**config.mk**
```make
export PLATFORM = sky130hd
export DESIGN_NAME = amm_read_burst_gen
export DESIGN_NICKNAME = d
export VERILOG_FILES = /design/src/rtl/amm_read_burst_gen.sv
export SDC_FILE = /design/constraint.sdc
export NUM_CORES = 1
export LEC_CHECK = 0
export CORE_UTILIZATION = 35
export CTS_CLUSTER_SIZE = 30
export DETAILED_ROUTE_END_ITERATION = 7
export PLACE_DENSITY_LB_ADDON = 0.1
export SKIP_LAST_GASP = 1
export SLEW_MARGIN = 20
export SYNTH_ARGS = -nofsm -noshare
export SYNTH_HDL_FRONTEND = slang
export SYNTH_SLANG_ARGS = --single-unit
export TNS_END_PERCENT = 5
```
**constraint.sdc**
```tcl
create_clock -name clk_i -period 8.6 [get_ports clk_i]
set_input_delay 2.58 -clock clk_i [delete_from_list [all_inputs] [get_ports clk_i]]
set_output_delay 2.58 -clock clk_i [all_outputs]
set_load 0.02 [all_outputs]
```
**src/rtl/amm_read_burst_gen.sv**
```systemverilog
// AMM read burst generator: splits byte-addressed check commands into bounded bursts and feeds compare descriptors.
// Define BURST_ALIGN_EN to keep every burst inside one MAX_BURST-word aligned block.
module amm_read_burst_gen #(
    parameter int AMM_DATA_W   = 64,
    parameter int AMM_ADDR_W   = 31,
    parameter int AMM_BURST_W  = 5,
    parameter int CMD_LEN_W    = 32,
    parameter int MAX_INFLIGHT = 64,
    localparam int DATA_B      = AMM_DATA_W / 8,
    localparam int OFF_W       = $clog2(DATA_B),
    localparam int BA_W        = AMM_ADDR_W + OFF_W
) (
    input  logic                   clk_i,
    input  logic                   rst_i,
    input  logic                   test_start_i,
    input  logic                   cmd_valid_i,
    output logic                   cmd_ready_o,
    input  logic [BA_W-1:0]        cmd_addr_i,
    input  logic [CMD_LEN_W-1:0]   cmd_len_i,
    input  logic [7:0]             cmd_ptrn_i,
    input  logic                   cmd_rnd_i,
    output logic                   read_o,
    output logic [AMM_ADDR_W-1:0]  address_o,
    output logic [AMM_BURST_W-1:0] burstcount_o,
    input  logic                   waitrequest_i,
    input  logic                   readdatavalid_i,
    output logic                   cmp_en_o,
    output logic [AMM_ADDR_W-1:0]  cmp_start_addr_o,
    output logic [AMM_BURST_W-2:0] cmp_words_cnt_o,
    output logic [OFF_W-1:0]       cmp_start_off_o,
    output logic [OFF_W-1:0]       cmp_end_off_o,
    output logic [7:0]             cmp_ptrn_o,
    output logic                   cmp_rnd_o,
    input  logic                   cmp_error_i,
    output logic                   done_o,
    output logic                   busy_o
);
    localparam int MAX_BURST = 2 ** (AMM_BURST_W - 1);
    localparam int CNT_W     = $clog2(MAX_INFLIGHT + 1);

    typedef enum logic [2:0] {IDLE_S, CALC_S, ISSUE_S, SEED_S, ERROR_S} state_e;

    state_e                 state_q, state_d;
    logic [AMM_ADDR_W-1:0]  addr_q, addr_d;
    logic [OFF_W-1:0]       off_q, off_d;
    logic [OFF_W-1:0]       end_off_q, end_off_d;
    logic [CMD_LEN_W-1:0]   len_q, len_d;
    logic [CMD_LEN_W-1:0]   rem_q, rem_d;
    logic [7:0]             ptrn_q, ptrn_d;
    logic                   rnd_q, rnd_d;
    logic                   first_q, first_d;
    logic [CNT_W-1:0]       inflight_q, inflight_d;
    logic [AMM_BURST_W-1:0] seed_cnt_q, seed_cnt_d;
    logic                   err_pend_q, err_pend_d;
    logic                   done_q, done_d;

    logic [CMD_LEN_W:0]     last_byte;
    logic [CMD_LEN_W-1:0]   total_words;
    logic [AMM_BURST_W-1:0] rem_clip;
    logic [AMM_BURST_W-1:0] burst;
    logic                   last_burst;
    logic                   issue_ok;
    logic                   accept;
    logic                   err_now;

    assign last_byte   = (CMD_LEN_W+1)'(off_q) + (CMD_LEN_W+1)'(len_q) - (CMD_LEN_W+1)'(1);
    assign total_words = CMD_LEN_W'(last_byte >> OFF_W) + CMD_LEN_W'(1);
    assign rem_clip    = (rem_q >= CMD_LEN_W'(MAX_BURST)) ? AMM_BURST_W'(MAX_BURST)
                                                          : rem_q[AMM_BURST_W-1:0];
`ifdef BURST_ALIGN_EN
    logic [AMM_BURST_W-1:0] room;
    assign room  = AMM_BURST_W'(MAX_BURST) - {1'b0, addr_q[AMM_BURST_W-2:0]};
    assign burst = (room < rem_clip) ? room : rem_clip;
`else
    assign burst = rem_clip;
`endif
    assign last_burst = (rem_q == CMD_LEN_W'(burst));
    // Burst and inflight only move on accept, so read_o cannot drop once raised.
    assign issue_ok   = (state_q == ISSUE_S) &&
                        ((CNT_W+1)'(inflight_q) + (CNT_W+1)'(burst) <= (CNT_W+1)'(MAX_INFLIGHT));
    assign accept     = issue_ok && !waitrequest_i;
    assign err_now    = cmp_error_i || err_pend_q;

    // NOTE: sequential state uses non-blocking assignments so every flop samples pre-edge values.
    always_ff @(posedge clk_i or posedge rst_i) begin
        if (rst_i) begin
            state_q    <= IDLE_S;
            addr_q     <= '0;
            off_q      <= '0;
            end_off_q  <= '0;
            len_q      <= '0;
            rem_q      <= '0;
            ptrn_q     <= '0;
            rnd_q      <= 1'b0;
            first_q    <= 1'b0;
            inflight_q <= '0;
            seed_cnt_q <= '0;
            err_pend_q <= 1'b0;
            done_q     <= 1'b0;
        end else begin
            state_q    <= state_d;
            addr_q     <= addr_d;
            off_q      <= off_d;
            end_off_q  <= end_off_d;
            len_q      <= len_d;
            rem_q      <= rem_d;
            ptrn_q     <= ptrn_d;
            rnd_q      <= rnd_d;
            first_q    <= first_d;
            inflight_q <= inflight_d;
            seed_cnt_q <= seed_cnt_d;
            err_pend_q <= err_pend_d;
            done_q     <= done_d;
        end
    end

    // NOTE: every _d gets a default first so no path can infer a latch.
    always_comb begin
        state_d    = state_q;
        addr_d     = addr_q;
        off_d      = off_q;
        end_off_d  = end_off_q;
        len_d      = len_q;
        rem_d      = rem_q;
        ptrn_d     = ptrn_q;
        rnd_d      = rnd_q;
        first_d    = first_q;
        seed_cnt_d = seed_cnt_q;
        err_pend_d = err_pend_q;
        done_d     = 1'b0;
        inflight_d = inflight_q + (accept ? CNT_W'(burst) : CNT_W'(0)) - CNT_W'(readdatavalid_i);

        unique case (state_q)
            IDLE_S: begin
                if (err_now) begin
                    state_d = ERROR_S;
                end else if (cmd_valid_i) begin
                    addr_d  = cmd_addr_i[BA_W-1:OFF_W];
                    off_d   = cmd_addr_i[OFF_W-1:0];
                    len_d   = cmd_len_i;
                    ptrn_d  = cmd_ptrn_i;
                    rnd_d   = cmd_rnd_i;
                    if (cmd_len_i == '0) done_d  = 1'b1;
                    else                 state_d = CALC_S;
                end
            end
            CALC_S: begin
                if (err_now) begin
                    state_d = ERROR_S;
                end else begin
                    rem_d     = total_words;
                    end_off_d = last_byte[OFF_W-1:0];
                    first_d   = 1'b1;
                    state_d   = ISSUE_S;
                end
            end
            ISSUE_S: begin
                if (accept) begin
                    addr_d  = addr_q + AMM_ADDR_W'(burst);
                    rem_d   = rem_q - CMD_LEN_W'(burst);
                    first_d = 1'b0;
                    if (err_now) begin
                        err_pend_d = 1'b0;
                        state_d    = ERROR_S;
                    end else if (last_burst) begin
                        done_d  = 1'b1;
                        state_d = IDLE_S;
                    end else if (rnd_q) begin
                        seed_cnt_d = burst;
                        state_d    = SEED_S;
                    end
                end else if (err_now) begin
                    // A posted read must still complete, so remember the error until accept.
                    if (issue_ok) err_pend_d = 1'b1;
                    else          state_d    = ERROR_S;
                end
            end
            SEED_S: begin
                if (err_now) begin
                    state_d = ERROR_S;
                end else begin
                    ptrn_d     = {ptrn_q[6:0], ptrn_q[7] ^ ptrn_q[5] ^ ptrn_q[4] ^ ptrn_q[3]};
                    seed_cnt_d = seed_cnt_q - AMM_BURST_W'(1);
                    if (seed_cnt_q == AMM_BURST_W'(1)) state_d = ISSUE_S;
                end
            end
            ERROR_S: ;
            default: state_d = IDLE_S;
        endcase

        if (test_start_i) begin
            state_d    = IDLE_S;
            rem_d      = '0;
            inflight_d = '0;
            seed_cnt_d = '0;
            err_pend_d = 1'b0;
            done_d     = 1'b0;
        end
    end

    always_comb begin
        cmd_ready_o      = (state_q == IDLE_S);
        busy_o           = (state_q != IDLE_S);
        done_o           = done_q;
        read_o           = issue_ok;
        address_o        = issue_ok ? addr_q : '0;
        burstcount_o     = issue_ok ? burst : '0;
        cmp_en_o         = accept && !err_now;
        cmp_start_addr_o = '0;
        cmp_words_cnt_o  = '0;
        cmp_start_off_o  = '0;
        cmp_end_off_o    = '0;
        cmp_ptrn_o       = '0;
        cmp_rnd_o        = 1'b0;
        if (cmp_en_o) begin
            cmp_start_addr_o = addr_q;
            cmp_words_cnt_o  = (AMM_BURST_W-1)'(burst - AMM_BURST_W'(1));
            cmp_start_off_o  = first_q ? off_q : '0;
            cmp_end_off_o    = last_burst ? end_off_q : OFF_W'(DATA_B - 1);
            cmp_ptrn_o       = ptrn_q;
            cmp_rnd_o        = rnd_q;
        end
    end
endmodule

```
After elaboration in Yosys (flattened, before gate mapping) --
Index checks and enable logic that the tools add are counted.
Word-level totals: flip-flop bits (word level) 128, latch bits 0, RAM bits 0, bits in read-only memories 0, input port bits 82, output and inout bits 91, logic and storage cells 142, memories kept 0
Operators by class: $add $sub $neg 10, multiply operators 0, div/mod/pow operators 0, $lt $le $gt $ge 2, equality and inequality tests 24, shift operators 0, muxes and demuxes 63, bitwise gates (word level) 4, reduce and logical (&&, ||, !) cells 26
Operators with widths (number):
- 2-to-1 mux 31 bit | 5
- 2-to-1 mux 32 bit | 3
- one-hot mux 32 bit (2 select lines) | 1
- one-hot mux 31 bit (2 select lines) | 1
- 2-to-1 mux 3 bit | 17
- 2-to-1 mux 5 bit | 9
- adder 3 x 32 -> 33 bit | 1
- subtractor 33 x 1 -> 33 bit (second input constant) | 1
- equality test 32 x 5 -> 1 bit | 1
- >= comparator 32 x 5 -> 1 bit (second input constant) | 1
- logical NOT 32 bit | 1
- 2-to-1 mux 8 bit | 4
- subtractor 32 x 5 -> 32 bit | 1
- adder 30 x 1 -> 31 bit (second input constant) | 1
- adder 31 x 5 -> 31 bit | 1
- != test 3 bit (second input constant) | 6
- 2-to-1 mux 1 bit | 16
- != test 4 bit (second input constant) | 4
- one-hot mux 8 bit (2 select lines) | 1
- one-hot mux 3 bit (5 select lines) | 1
- != test 2 bit (second input constant) | 6
- AND reduction 3 bit | 4
- nonzero test 3 bit | 4
- one-hot mux 5 bit (2 select lines) | 1
- other kinds (26) | 38

Logic depth before layout (Yosys ltp) --
depth after elaboration 10, mapped depth 30

Worst setup path before layout --
OpenSTA, ideal clock, no wires.
path type reg2out, from register rem_q[21], to output cmp_ptrn_o[0], arrival 4.559 ns, required time 6.020 ns, setup slack 1.461 ns, stages on the path, launching flop included 17, path buffers 2, path through dfrtp_1 -> or4_1 -> nor4_4 -> and2_1 -> nand2_1 -> nor2_1 -> and2_1 -> ha_1 -> fa_1 -> or3_1 -> a31oi_1 -> o31a_1 -> o21ai_4 -> nor3_2 -> clkbuf_1 -> clkbuf_1 -> and3_1
On the way: longest elaborated chain between the ends 8
RTL lines:
- start, declared | RTL line 48 | logic [CMD_LEN_W-1:0] rem_q, rem_d;
- start signal, assigned | RTL line 106 | rem_q <= rem_d;
- >= comparator 32 x 5 -> 1 bit | RTL line 68 | assign rem_clip = (rem_q >= CMD_LEN_W'(MAX_BURST)) ? AMM_BURST_W'(MAX_BURST)
- 2-to-1 mux 5 bit | RTL line 68
- adder 7 x 5 -> 8 bit | RTL line 80 | ((CNT_W+1)'(inflight_q) + (CNT_W+1)'(burst) <= (CNT_W+1)'(MAX_INFLIGHT));
- <= comparator 8 x 7 -> 1 bit | RTL line 80
- logical AND 1 bit | RTL line 79 | assign issue_ok = (state_q == ISSUE_S) &&
- logical AND 1 bit | RTL line 81 | assign accept = issue_ok && !waitrequest_i;
- logical AND 1 bit | RTL line 208 | cmp_en_o = accept && !err_now;
- 2-to-1 mux 8 bit | RTL line 215 | if (cmp_en_o) begin
- end, declared | RTL line 32 | output logic [7:0] cmp_ptrn_o,
Every way passes these cells.

Worst setup path in the final report --
from register rem_q[21], to output cmp_words_cnt_o[3]
On the way: longest elaborated chain between the ends 8, elaborated cells on any way between the ends 9
RTL lines:
- >= comparator 32 x 5 -> 1 bit * | RTL line 68
- 2-to-1 mux 5 bit * | RTL line 68
- adder 7 x 5 -> 8 bit | RTL line 80
- <= comparator 8 x 7 -> 1 bit | RTL line 80
- logical AND 1 bit | RTL line 79
- logical AND 1 bit | RTL line 81
- logical AND 1 bit | RTL line 208
- 2-to-1 mux 4 bit * | RTL line 215
- end, declared | RTL line 29 | output logic [AMM_BURST_W-2:0] cmp_words_cnt_o,
Mark *: on every way between the ends. The rest lies on a longest branch, timed or not.

==> key figures <==
Status
  – Outcome: finished, final reports clean

Floorplan
  – Initial Util: 35.9%
  – Die height: 177 um
  – Die ar.: ~31000 um2
  – Row count: 63
  – # IOs: 173
  – Die Width: between 150 and 200 um
  – Core Region: 30000 um2

Timing
  – Worst-margin pin slew: between 900 and 1000 ps
  – Max Clk Rate: 120 MHz
  – Slew Limit Fails: 0
  – Final min period: 8320 ps
  – RSZ-0062 raised after global routing: true
  – Clock Skews: 16.0 ps
  – Final Hold Fails: 0
  – Worst slew margin: 35.1%
  – Fin crit share: 96.7%
  – Setup violators final: 0

Yosys
  – EDFF count, synth: 0
  – Netlist cell types: between 80 and 90
  – Synth Register Bits: 128
  – Gate count of the mapped netlist: roughly 1400
  – Syn Area/Cell: 7.95 um2
  – Synthesis warning total: 0
  – Main synth FF type: dfrtp_1
  – Synthesized area: 10700 um2
  – Post-Syn Nets: 1496
  – Async set-reset flop share out of synthesis: between 90% and 100%
  – Sequential element share of the synthesized area: 29.8%

Drt
  – Drt drc: 0
  – Via density: 5.37
  – Antenna-violating nets left: 0
  – Routed len/inst: ~17 um
  – Via count: 10100
  – Initial DRC Count: 626
  – Final WL: 31500 um
  – Detailed Routing Iterations Pass 1: 5

Power and ir drop
  – Sw Share: 47.6%
  – Sw Pwr: 2.03 mW
  – Clk pwr share: 17.5%
  – Gate power share: roughly three fifths
  – Pwr dens: 319 nW/um2
  – Leak: 5.77 nW
  – Max IR drop VDD: 145 uV
  – Int Pwr: approximately 2.2 mW
  – Seq pwr share: 22.0%

Worst hold path
  – HP Class: reg -> reg

Cells and area
  – N_diodes: 0
  – Nets: 1626
  – Most common cell after layout, fill and taps aside: clkdlybuf4s50_1
  – Finished Layout Cells: around 1900
  – Layout area overhead: 24.5%
  – Layout cells sized above 1: between 8 and 9%
  – Most frequent cells in the layout: 172 x clkdlybuf4s50_1, 131 x a21oi_1, 128 x dfrtp_1
  – Final core occ: 44.6%

Flow run
  – MaxCap Viol Count: 0

Critical path
  – CP endpoint: cmp_words_cnt_o[3]
  – Reg-to-reg startpoint: rem_q[21]
  – CP startpoint kind: register
  – Worst path arrival time: ~5700 ps
  – Type of the worst setup path: reg -> out
  – Worst R2R Path Depth: 27
  – Worst setup EP type: output pin
  – R2R setup slack: roughly 2200 ps
  – Crit path max fanout: 15
  – Reg2reg end: inflight_q[6]
  – Critical path origin: rem_q[21]
  – CP required: 6020 ps

Placed design
  – Post-detail-place hpwl: about 24000 um
  – Placer Congestion: about 0.84
  – PortBufs: approximately 170
  – Cells after DPL: 1852

Clocking
  – Clk buf depth: 2
  – TritonCTS sink count: 128
  – Clock Tree Root: clkbuf_16
  – Post-cts resize count: 1
  – CTS clock-pin slew for the worst setup and hold paths: 60 ps
  – Setup repair bufs after CTS: 0
  – CTS tree: yes
  – Skew-Pair Late Insertion Delay: roughly 430 ps
  – Hold_buf cts: 0
  – H-tree depth: 4
  – Clock buffers created by TritonCTS: 17

Global routing
  – Met2 usage: 35.5%
  – Number of global-route vias before repair: 9652
  – Busiest grt layer: met2
  – Initial antenna violation count: 0
  – GRT overflow: 0
  – Global-route met1 utilization: a little over a quarter
  – Met3 usage: 2.60%
  – First-pass GRT wire length: about 52000 um
  – GRT Util Overall: between 20% and 30%
  – Largest net degree at the start of global routing: 63
[power groups by stage]
stage	Combinational, mW	Clock (mW)	Sequential [mW]
2_1_floorplan	2.03	0	0.878
3_3_place_gp	2.55	0	0.944
3_5_place_dp	2.57	0	0.947
4_1_cts	2.59	0.761	0.937
5_1_grt	2.91	0.781	0.966
6_report	2.58	0.744	0.936
[area by class of cell]
cell class,count,area [um2]
Multi-Input combinational cell,1053,6900
Sequential cell,128,3200
Clock inverter,14,153
Fill cell,3072,16600
Tap cell,390,488
Clock buffer,18,439
Timing Repair Buffer,187,1830
Inverter,94,355
[cell usage after synthesis (5+ instances only)]
cell type / count / area share, %
o211ai_1: 7 / 0.49
a21oi_1: 131 / 6.1
a31oi_1: 19 / 1.1
xor2_1: 28 / 2.3
buf_2: 20 / 0.93
o21ai_0: 102 / 4.8
o21bai_1: 5 / 0.35
a211oi_1: 7 / 0.49
o31ai_1: 10 / 0.70
or3_1: 16 / 0.93
nor2_1: 108 / 3.8
nand3_1: 30 / 1.4
dfrtp_1: 128 / 30
nor4_1: 26 / 1.5
a22oi_1: 8 / 0.56
o21ai_1: 23 / 1.1
nor2b_1: 7 / 0.41
o21a_1: 7 / 0.49
xnor2_1: 38 / 3.1
a21o_1: 19 / 1.3
and2_1: 37 / 2.2
nand4_1: 17 / 0.99
ha_1: 59 / 6.9
o22ai_1: 17 / 0.99
or2_2: 7 / 0.41
nand2_1: 95 / 3.3
nand2b_1: 8 / 0.47
nor3_1: 51 / 2.4
clkbuf_1: 52 / 1.8
inv_1: 94 / 3.3
and3_1: 46 / 2.7
mux2_2: 38 / 4.0
mux2i_1: 12 / 1.1
[critical path: stages (launching register included)]
cell,delay (ps)
dfrtp_1,430
or4_1,630
nor4_4,450
and2_1,250
nand2_1,100
nor2_2,240
and2_1,290
ha_1,230
fa_1,420
or3_1,380
a31oi_1,150
o31a_1,230
o21ai_4,90
nor3_4,140
nand2_2,310
a31oi_1,320
clkdlybuf4s50_1,650
[worst min path at each step]
stage | start | end | slack [ps] | depth (start not counted)
3_5_place_dp | rem_q[31] | rem_q[31] | 470 | 1
6_report | ptrn_q[6] | ptrn_q[6] | 490 | 2
2_1_floorplan | rem_q[31] | rem_q[31] | 450 | 1
5_1_grt | len_q[2] | len_q[2] | 530 | 1
3_3_place_gp | rem_q[31] | rem_q[31] | 470 | 1
4_1_cts | ptrn_q[6] | ptrn_q[6] | 500 | 2
[per-layer routing]
layer  share of wire, %  vias to the layer above
met5                  0                        -
met4                1.6                        0
met3                3.8                       24
met2                 48                      230
met1                 47                     4741
li1                   -                     5117
[logic make-up (layout without fill, tap and decap cells)]
| kind of cell | Yosys count | after routing | share of synthesized area [%] |
|---|---|---|---|
| DFF | 128 | 128 | 29.8 |
| buffers and inverters | 170 | 313 | 6.28 |
| other | 1 | 1 | 0.0349 |
| and+or+nand+nor | 480 | 480 | 23.4 |
| xor gates and xnor gates | 66 | 66 | 5.38 |
| muxes | 50 | 50 | 5.10 |
| AOI/OAI and AO/OA | 391 | 391 | 22.2 |
| adders and majority gates | 65 | 65 | 7.80 |
[metrics by stage]
step	TNS, ps	setup WS [ps]	cell area (um2)	hold WS (ps)	total power [mW]
CTS	0	109	13400	501	4.29
detailed placement	0	274	12800	474	3.52
finish	0	282	13400	494	4.26
global placement	0	320	12800	472	3.49
floorplan	0	1460	10700	450	2.90
global route	-3530	-127	13400	529	4.66
[flip-flops by register name, indices dropped and copies added, names as in the netlist]
signal / count
rem_q: 32
first_q: 1
rnd_q: 1
state_q: 3
done_o: 1
ptrn_q: 8
err_pend_q: 1
seed_cnt_q: 5
len_q: 32
addr_q: 31
off_q: 3
inflight_q: 7
end_off_q: 3
No activity file was read; power rests on OpenSTA's default activity.
